<file path="config.mk">
export PLATFORM = sky130hd
export DESIGN_NAME = serial_sum_collector_flat
export DESIGN_NICKNAME = d
export VERILOG_FILES = /design/src/rtl/serial_sum_collector_if.sv /design/src/rtl/serial_sum_collector.sv /design/src/flat_wrapper.sv
export SDC_FILE = /design/constraint.sdc
export NUM_CORES = 1
export LEC_CHECK = 0
export CAP_MARGIN = 20
export CORE_MARGIN = 2
export CORE_UTILIZATION = 45
export DETAILED_ROUTE_END_ITERATION = 6
export GPL_TIMING_DRIVEN = 0
export PLACE_DENSITY = 0.73
export SYNTH_ARGS = -nofsm -noshare
export SYNTH_HDL_FRONTEND = slang
export SYNTH_SLANG_ARGS = --single-unit
</file>
<file path="constraint.sdc">
create_clock -name clk -period 4.6 [get_ports clk]
set_input_delay 0.92 -clock clk [delete_from_list [all_inputs] [get_ports clk]]
set_output_delay 0.92 -clock clk [all_outputs]
set_load 0.05 [all_outputs]
</file>
<file path="src/rtl/serial_sum_collector_if.sv">
// Bus between the bit-serial adder's carry stage and the word collector:
// the serial input stream, the parallel result handshake and status.
interface serial_sum_collector_if #(
  parameter int WIDTH = 8
);
  localparam int CW = $clog2(WIDTH + 1);

  logic             clear;
  logic             sin_bit;
  logic             sin_carry;
  logic             sin_valid;
  logic             sin_ready;
  logic [WIDTH-1:0] sum_out;
  logic             cout;
  logic             ovf;
  logic             out_valid;
  logic             out_ready;
  logic [CW-1:0]    bit_cnt;

  modport master (
    output clear, sin_bit, sin_carry, sin_valid, out_ready,
    input  sin_ready, sum_out, cout, ovf, out_valid, bit_cnt
  );

  modport slave (
    input  clear, sin_bit, sin_carry, sin_valid, out_ready,
    output sin_ready, sum_out, cout, ovf, out_valid, bit_cnt
  );
endinterface

</file>
<file path="src/rtl/serial_sum_collector.sv">
// Collects an LSB-first stream of sum bits and carries into a WIDTH-bit
// result with carry-out and signed overflow, held until downstream takes it.
module serial_sum_collector #(
  parameter int WIDTH = 8
) (
  input  logic                 clk,
  input  logic                 rst_n,
  serial_sum_collector_if.slave bus
);
  localparam int CW = $clog2(WIDTH + 1);

  typedef enum logic {
    COLLECT = 1'b0,
    HOLD    = 1'b1
  } state_t;

  state_t           state_reg;
  logic [WIDTH-1:0] shift_reg;
  logic [WIDTH-1:0] sum_reg;
  logic [CW-1:0]    cnt_reg;
  logic             prev_carry_reg;
  logic             cout_reg;
  logic             ovf_reg;

  logic             accept;
  logic             last_bit;
  logic [WIDTH-1:0] shift_next;

  // Ready is decoded from state only, so out_ready never reaches sin_ready.
  assign accept     = bus.sin_valid && (state_reg == COLLECT);
  assign last_bit   = (cnt_reg == CW'(WIDTH - 1));
  assign shift_next = {bus.sin_bit, shift_reg[WIDTH-1:1]};

  always_ff @(posedge clk or negedge rst_n) begin
    if (!rst_n) begin
      state_reg      <= COLLECT;
      shift_reg      <= '0;
      sum_reg        <= '0;
      cnt_reg        <= '0;
      prev_carry_reg <= 1'b0;
      cout_reg       <= 1'b0;
      ovf_reg        <= 1'b0;
    end else if (bus.clear) begin
      // Flush the word in flight; the last delivered result stays visible.
      state_reg      <= COLLECT;
      shift_reg      <= '0;
      cnt_reg        <= '0;
      prev_carry_reg <= 1'b0;
    end else begin
      case (state_reg)
        COLLECT: begin
          if (accept) begin
            prev_carry_reg <= bus.sin_carry;
            if (last_bit) begin
              sum_reg   <= shift_next;
              cout_reg  <= bus.sin_carry;
              ovf_reg   <= prev_carry_reg ^ bus.sin_carry;
              shift_reg <= '0;
              cnt_reg   <= '0;
              state_reg <= HOLD;
            end else begin
              shift_reg <= shift_next;
              cnt_reg   <= cnt_reg + CW'(1);
            end
          end
        end
        HOLD: begin
          if (bus.out_ready) begin
            state_reg <= COLLECT;
          end
        end
        default: state_reg <= COLLECT;
      endcase
    end
  end

  assign bus.sin_ready = (state_reg == COLLECT);
  assign bus.out_valid = (state_reg == HOLD);
  assign bus.sum_out   = sum_reg;
  assign bus.cout      = cout_reg;
  assign bus.ovf       = ovf_reg;
  assign bus.bit_cnt   = cnt_reg;
endmodule

</file>
<file path="src/flat_wrapper.sv">
// flat-port wrapper written by rule: the top's interface ports become plain ports
module serial_sum_collector_flat 
#(
  parameter int WIDTH = 8
)
  (clk, rst_n, bus_clear, bus_sin_bit, bus_sin_carry, bus_sin_valid, bus_out_ready, bus_sin_ready, bus_sum_out, bus_cout, bus_ovf, bus_out_valid, bus_bit_cnt);
  serial_sum_collector_if #(.WIDTH(WIDTH)) bus_i ();
  input  logic clk;
  input  logic rst_n;
  input wire logic [$bits(bus_i.clear)-1:0] bus_clear;
  input wire logic [$bits(bus_i.sin_bit)-1:0] bus_sin_bit;
  input wire logic [$bits(bus_i.sin_carry)-1:0] bus_sin_carry;
  input wire logic [$bits(bus_i.sin_valid)-1:0] bus_sin_valid;
  input wire logic [$bits(bus_i.out_ready)-1:0] bus_out_ready;
  output wire logic [$bits(bus_i.sin_ready)-1:0] bus_sin_ready;
  output wire logic [$bits(bus_i.sum_out)-1:0] bus_sum_out;
  output wire logic [$bits(bus_i.cout)-1:0] bus_cout;
  output wire logic [$bits(bus_i.ovf)-1:0] bus_ovf;
  output wire logic [$bits(bus_i.out_valid)-1:0] bus_out_valid;
  output wire logic [$bits(bus_i.bit_cnt)-1:0] bus_bit_cnt;
  assign bus_i.clear = bus_clear;
  assign bus_i.sin_bit = bus_sin_bit;
  assign bus_i.sin_carry = bus_sin_carry;
  assign bus_i.sin_valid = bus_sin_valid;
  assign bus_i.out_ready = bus_out_ready;
  assign bus_sin_ready = bus_i.sin_ready;
  assign bus_sum_out = bus_i.sum_out;
  assign bus_cout = bus_i.cout;
  assign bus_ovf = bus_i.ovf;
  assign bus_out_valid = bus_i.out_valid;
  assign bus_bit_cnt = bus_i.bit_cnt;
  serial_sum_collector #(.WIDTH(WIDTH)) u_core (.clk(clk), .rst_n(rst_n), .bus(bus_i));
endmodule
</file>
Word-level counts from Yosys, hierarchy flattened
Index checks and enable logic that the tools add are counted.
- word-level logic and storage cells: 33
- bits in registers: 24
- bitwise logic cells: 3
- reductions and logical operators: 4
- add/subtract/negate cells: 1
- equality and inequality tests: 2
- mux-type cells: 16
- operators with widths (cell ; count):
    2-to-1 mux 8 bit ; 4
    2-to-1 mux 4 bit ; 4
    2-to-1 mux 1 bit ; 7
    adder 4 x 1 -> 4 bit, second input constant ; 1
    equality test 4 x 3 -> 1 bit, second input constant ; 1
    AND reduction 4 bit ; 1
    inequality test 2 bit, second input constant ; 1
    inverter 1 bit ; 2
    case mux 1 bit (2 select lines) ; 1
    AND reduction 2 bit ; 1
    nonzero test 2 bit ; 1
    logical AND 1 bit ; 1
    XOR 1 bit ; 1

Logic depth before layout (Yosys ltp)
Gate-level depths: netlist (run 1).
- depth in word-level cells: 5
- gate-level depth with buffers: 5

Worst setup path after synthesis (run 1)
No wires, ideal clock.
- kind: in2reg
- from: in bus_clear
- to: reg u_core.cout_reg (netlist: u_core.bus.cout)
- stages on the path: 4
- setup slack: 2.563 ns
- arrival time: 1.912 ns
- data required time: 4.475 ns
- setup time: 0.125 ns
- cells stage by stage: clkbuf_1 or3_4 buf_6 mux2_4
- word-level cells in the longest chain between the ends: 2
- RTL lines (item ; line ; text):
    start, declared ; flat_wrapper.sv:10 ; input wire logic [$bits(bus_i.clear)-1:0] bus_clear;
    inverter 1 bit (no source line) ; -- ;
    AND reduction 4 bit (no source line) ; -- ;
    end signal, assigned ; serial_sum_collector.sv:56 ; cout_reg <= bus.sin_carry;
    end, declared ; serial_sum_collector.sv:22 ; logic cout_reg;
No other way between the ends.
A chain may end at the register's enable or synchronous reset.

Final worst setup path (run 1)
- from: reg u_core.state_reg (netlist: u_core.bus.out_valid)
- to: out bus_sin_ready
- word-level cells in the longest chain between the ends: 1
- RTL lines (item ; line ; text):
    start, declared ; serial_sum_collector.sv:17 ; state_t state_reg;
    start signal, assigned ; serial_sum_collector.sv:36 ; state_reg <= COLLECT;
    start signal, assigned ; serial_sum_collector.sv:45 ; state_reg <= COLLECT;
    start signal, assigned ; serial_sum_collector.sv:60 ; state_reg <= HOLD;
    inverter 1 bit (no source line) ; -- ;
    end, declared ; flat_wrapper.sv:15 ; output wire logic [$bits(bus_i.sin_ready)-1:0] bus_sin_ready;
No other way between the ends.

==> impl_metrics.json, run 1 <==
{
  "post_cts_buffers": 0,
  "worstSetupEndpointType": "primary output",
  "cp_max_fo": 4,
  "largest_reg_flops": 8,
  "critical-path-slowest-cell": "clkdlybuf4s50_1",
  "grt_start_max_net_pins": 24,
  "final_layout_size_suffix_gt1_share_pct": 21.59,
  "crit_chain": "inv_1 > clkdlybuf4s50_1",
  "routed-via-count": 586,
  "clk_path_buf_depth": 2,
  "synth-seq-cells": 23,
  "syn2layout_area_growth_pct": 29.65,
  "h-tree-depth": 1,
  "crit_buf_inv": 2,
  "ys.warnings.count": 0,
  "rsz0062_at_grt": "no",
  "max_cap_viol_count": 0,
  "syn_inst": 62,
  "fin_nets": 97,
  "drtIter0Drc": 6,
  "worstSetupStartpoint": "u_core.bus.out_valid$_DFF_PN0_",
  "min_path_cells": 1,
  "post-route-util_pct": 62.94,
  "crit_required_ns": 3.68,
  "placementRows": 16,
  "wirelength_mm": 1.563,
  "drv_slew": 0,
  "clk_latency_ns": 0.30,
  "ios": 23,
  "synthMuxAreaShare_pct": 18.47,
  "final_antenna_net_count": 0,
  "place_hpwl_mm": 1.052,
  "first_global_vias": 582,
  "cts_resized": 0,
  "yosys-top-cells-area": "dfrtp_1 (60%), mux2_4 (14%), a22o_1 (7.3%)",
  "status": "complete, no violations",
  "ir_worst_vdd_mv": 0.1669,
  "tritoncts": "built",
  "yosysSeqAreaShare_pct": 59.82,
  "cp.depth": 2,
  "syn_area_per_cell_um2": 15.52,
  "setup_viol": 0,
  "power_density_nw_per_um2": 270.0,
  "r2r_start": "u_core.bus.bit_cnt[0]$_DFFE_PN0P_",
  "yosysTopAreaCell": "dfrtp_1",
  "skew_ns": 0.007611,
  "relSlewSlack_pct": 50.94,
  "vias_per_cell": 5.096,
  "fmax_mhz": 392.6,
  "grt.total_usage_pct": 13.91,
  "hold_violations": 0,
  "port_buffers": 21,
  "num-fill-cells": 137,
  "cts-root-buf": "clkbuf_4",
  "drc": 0,
  "first_pass_iters": 3,
  "start_util_pct": 48.55,
  "core_um2": 1982,
  "gp_congestion": 0.6785,
  "synth-xor-area-share_pct": 2.731,
  "grt_first_pass_wirelength_mm": 2.663,
  "yosysTopAreaCellShare_pct": 59.82,
  "hold_path.class": "reg -> reg",
  "worst_pin_slew_ns": 0.7359,
  "antenna_found_initial": 0,
  "fp.dieH_um": 50.24,
  "synthesis.nets": 70,
  "postCtsHoldBufs": 0,
  "reg2reg_depth": 5,
  "clkSinkCount": 23,
  "ys_types": 19,
  "mappedNetlistArea_um2": 962.2,
  "path_clk_slew_ns": 0.12,
  "synth_top_family_by_area": "multiplexers",
  "die_area_um2": 2524,
  "p_leak_nw": 0.5984,
  "startpoint_type": "register",
  "post_drt_wl_per_cell_um": 13.59,
  "critPathKind": "reg -> out",
  "period_share_pct": 55.37,
  "synth_compound_area_share_pct": 8.583,
  "crit_family": "buffers and inverters",
  "synth_simple_gate_area_share_pct": 7.152,
  "finalCriticalPeriod_ns": 2.547,
  "hold_start": "u_core.shift_reg[1]$_DFFE_PN0P_",
  "p_total_mw": 0.3369,
  "crit_path_max_incr_delay_ns": 0.81,
  "numCtsBuffers": 3,
  "setup_tns_ns": 0,
  "diodes": 0,
  "overflow": 0,
  "synth_fa_ha_area_share_pct": 1.300,
  "die_x_um": 50.24,
  "critPathArrivalTime_ns": 1.63
}
[synth_stat cells, drive strengths merged]
| library cell | number |
|---|---|
| nor3b | 1 |
| nor2 | 3 |
| or3 | 1 |
| ha | 1 |
| mux2 | 11 |
| inv | 1 |
| nand3 | 1 |
| mux2i | 2 |
| dfrtp | 23 |
| xor2 | 2 |
| xnor2 | 1 |
| buf | 1 |
| o31ai | 1 |
| nand3b | 2 |
| a21oi | 1 |
| nand2b | 1 |
| a22o | 8 |
| clkbuf | 1 |
[final cells by class]
cell class                      count  area (µm²)  area share (%)
Timing Repair Buffer               22       225.2           18.05
Sequential cell                    23       575.6           46.14
Clock buffer                        4       26.28           2.106
Buffer                              2       15.01           1.204
Tap cell                           27       33.78           2.708
Multi-Input combinational cell     36       367.9           29.49
Inverter                            1       3.754          0.3009
[placed cells by master (no fill, tap or decap), types with 2 or more instances in the layout]
cell type,n
a22o_1,8
clkbuf_1,2
clkbuf_4,3
clkdlybuf4s50_1,21
dfrtp_1,23
mux2_2,2
mux2_4,9
mux2i_1,2
nand3b_1,2
nor2_1,3
xor2_1,2
[report_power, final]
group / total [mW] / leakage (nW) / internal [mW] / switching, mW
clock network: 0.0899 / 0.0150 / 0.0337 / 0.0562
registers: 0.210 / 0.317 / 0.206 / 0.00354
logic: 0.0372 / 0.267 / 0.0153 / 0.0219
[worst paths after layout]
path	end	slack (ns)
setup reg to reg	u_core.bus.sum_out[4]$_DFFE_PN0P_	2.98
min in group asynchronous	u_core.bus.bit_cnt[1]$_DFFE_PN0P_	0.89
setup / recovery	bus_sin_ready	2.05
hold / removal	u_core.shift_reg[1]$_DFFE_PN0P_	0.52
hold reg to reg	u_core.shift_reg[1]$_DFFE_PN0P_	0.52
max in group asynchronous	u_core.bus.sum_out[2]$_DFFE_PN0P_	3.27
[metrics by stage]
step	hold WS, ns	instances	worst slack [ns]	area (µm²)
finish	0.5184	115	2.053	1247
global route	0.5357	115	1.958	1247
CTS	0.5233	114	2.042	1232
detailed placement	0.4887	110	2.054	1206
global placement	0.4875	110	2.068	1206
floorplan	0.4622	62	2.563	962.2
[logic make-up (layout without fill, tap and decap cells)]
kind of cell	Yosys count	in the layout
buffers and inverters	3	29
AO/OA/AOI/OAI	10	10
XOR/XNOR	3	3
AND/OR/NAND/NOR	9	9
multiplexers	13	13
adder cells (fa/ha/maj)	1	1
flip-flops	23	23
[metal layers]
metal	global-route usage, %	wire (µm)	part of all wire, %	vias to the layer above
li1	-	-	-	275
met1	20.20	784	50	293
met2	20.83	709	45	18
met3	2.083	69	4.4	0
met4	5.556	0	0	0
met5	0	0	0	-
Note: power is estimated with default switching activity, not from simulation.
==> run 2, diff against run 1 <==
--- a/config.mk
+++ b/config.mk
@@ -7,7 +7,7 @@
 export LEC_CHECK = 0
 export CAP_MARGIN = 20
 export CORE_MARGIN = 2
-export CORE_UTILIZATION = 45
+export CORE_UTILIZATION = 43
 export DETAILED_ROUTE_END_ITERATION = 6
 export GPL_TIMING_DRIVEN = 0
 export PLACE_DENSITY = 0.73
==> constraint.sdc (replaced) <==
create_clock -name clk -period 2 [get_ports clk]
set_input_delay 0.4 -clock clk [delete_from_list [all_inputs] [get_ports clk]]
set_output_delay 0.4 -clock clk [all_outputs]
set_load 0.05 [all_outputs]
==> run 2 against run 1 <==
First-iteration DRC count decreased by 17%. Largest power group unchanged. Combinational power increased by 130%. Clock power increased by 130%. Worst hold slack got worse by 0.15 ns. Wire length increased by 4.8%. Critical endpoint is now bus_bit_cnt[3]. Global-route usage increased by 1.2 points. Setup slack got worse by 2.0 ns. Core utilization decreased by 5.2 points. Sequential power increased by 130%. Critical path depth decreased by 1.
==> impl_metrics.json, run 2 (same netlist as run 1, synthesis figures left out) <==
{
  "placementRows": 17,
  "die_x_um": 51.31,
  "tritoncts": "built",
  "final_antenna_net_count": 0,
  "port_buffers": 21,
  "hold_ws_ns": 0.3685,
  "grt_first_pass_wirelength_mm": 2.891,
  "layout_commonest_cell": "dfrtp_1",
  "overflow": 0,
  "crit_path_max_incr_delay_ns": 0.82,
  "worstSetupEndpointType": "primary output",
  "path_clk_slew_ns": 0.12,
  "clk_path_buf_depth": 2,
  "crit_required_ns": 1.60,
  "period_share_pct": 96.92,
  "worst_pin_slew_ns": 0.6818,
  "gp_congestion": 0.7191,
  "diodes": 0,
  "syn2layout_area_growth_pct": 30.30,
  "hold_violations": 0,
  "grt_start_max_net_pins": 24,
  "num-fill-cells": 193,
  "post_drt_wl_per_cell_um": 14.12,
  "h-tree-depth": 1,
  "largest_reg_flops": 8,
  "critPathKind": "reg -> out",
  "clkSinkCount": 23,
  "r2r-end": "u_core.bus.sum_out[2]$_DFFE_PN0P_",
  "crit_family": "buffers and inverters",
  "reg2reg_depth": 5,
  "drtIter0Drc": 5,
  "r2r_start": "u_core.bus.bit_cnt[0]$_DFFE_PN0P_",
  "first_pass_iters": 2,
  "drv_slew": 0,
  "rsz0062_at_grt": "no",
  "final_layout_size_suffix_gt1_share_pct": 22.73,
  "grt.total_usage_pct": 15.08,
  "ios": 23,
  "p_total_mw": 0.7779,
  "postCtsHoldBufs": 0,
  "crit_chain": "clkdlybuf4s50_1",
  "routed-via-count": 571,
  "critical-path-slowest-cell": "clkdlybuf4s50_1",
  "max_cap_viol_count": 0,
  "reg2reg_slack_ns": 0.40,
  "crit_buf_inv": 1,
  "fmax_mhz": 515.9,
  "critPathArrivalTime_ns": 1.54,
  "die_area_um2": 2632,
  "vias_per_cell": 4.922,
  "worstSetupStartpoint": "u_core.bus.bit_cnt[3]$_DFFE_PN0P_",
  "drc": 0,
  "startpoint_type": "register",
  "numCtsBuffers": 3,
  "fp.dieH_um": 51.31,
  "power_density_nw_per_um2": 620.5,
  "fin_nets": 97,
  "core_um2": 2170,
  "cts-root-buf": "clkbuf_4",
  "post_cts_buffers": 0,
  "final_cell_mix": "dfrtp_1 (23), clkdlybuf4s50_1 (18), mux2_4 (9), a22o_1 (8)",
  "setup_viol": 0,
  "antenna_found_initial": 0,
  "start_util_pct": 44.35,
  "place_hpwl_mm": 1.153,
  "first_global_vias": 632,
  "cp.depth": 1,
  "cp_max_fo": 4,
  "ir_worst_vdd_mv": 0.4127,
  "status": "complete, no violations",
  "finalCriticalPeriod_ns": 1.938,
  "hold_path.class": "in -> async",
  "clk_latency_ns": 0.31,
  "relSlewSlack_pct": 54.55,
  "skew_ns": 0.005129,
  "p_leak_nw": 0.6314,
  "wirelength_mm": 1.638
}
==> run 2: cell types whose count changed in the layout (fill, tap and decap cells not counted), sizes merged <==
cell / before / now
clkdlybuf4s50: 21 / 18
dlymetal6s2s: 0 / 2
clkbuf: 5 / 4
clkinv: 0 / 1
dlygate4sd2: 0 / 1
==> run 2: how the worst max path moves through the flow <==
stage	endpoint	slack [ns]
2_1_floorplan	u_core.bus.cout$_DFFE_PN0P_	0.11
3_3_place_gp	u_core.bus.sum_out[7]$_DFFE_PN0P_	-0.02
3_5_place_dp	u_core.bus.ovf$_DFFE_PN0P_	-0.02
4_1_cts	bus_bit_cnt[2]	0.009
5_1_grt	bus_bit_cnt[3]	0.0005
6_report	bus_bit_cnt[3]	0.06
==> run 2: final cells by class <==
| cell class | count | area (µm²) | area share, % |
|---|---|---|---|
| plain buffers | 2 | 15.01 | 1.198 |
| clock buffers | 3 | 22.52 | 1.796 |
| clock inverters | 1 | 5.005 | 0.3992 |
| inverters | 1 | 3.754 | 0.2994 |
| multi-input cells | 36 | 367.9 | 29.34 |
| flip-flops and latches | 23 | 575.6 | 45.91 |
| well taps | 28 | 35.03 | 2.794 |
| repair buffers | 22 | 229.0 | 18.26 |
==> run 2: where the power goes <==
group / internal (mW) / leakage (nW) / switching, mW
Combinational: 0.0352 / 0.297 / 0.0505
Clock: 0.0747 / 0.0177 / 0.135
Sequential: 0.474 / 0.317 / 0.00788
==> run 2: metal layers <==
layer | track usage, % | routed length (µm) | share of wire, % | up-vias
li1 | - | - | - | 272
met2 | 23.16 | 758 | 46 | 20
met1 | 20.80 | 790 | 48 | 277
met4 | 6.579 | 8 | 0.49 | 0
met5 | 0 | 0 | 0 | -
met3 | 2.924 | 80 | 4.9 | 2
==> run 2: per-stage QoR <==
| stage | cell area (µm²) | setup slack [ns] | util (%) | setup TNS, ns | instances |
|---|---|---|---|---|---|
| 4_1_cts | 1234 | 0.008550 | 56.86 | 0 | 115 |
| 5_1_grt | 1254 | 0.0004529 | 57.79 | 0 | 116 |
| 3_5_place_dp | 1207 | -0.01756 | 55.65 | -0.09763 | 111 |
| 3_3_place_gp | 1207 | -0.01701 | 55.65 | -0.1267 | 111 |
| 6_report | 1254 | 0.06156 | 57.79 | 0 | 116 |
| 2_1_floorplan | 962.2 | 0.1054 | - | 0 | 62 |
==> run 2: repair_timing <==
item	in CTS	in global routing
gates cloned	0	0
gates resized for setup	1	2
setup endpoints to repair	1	2
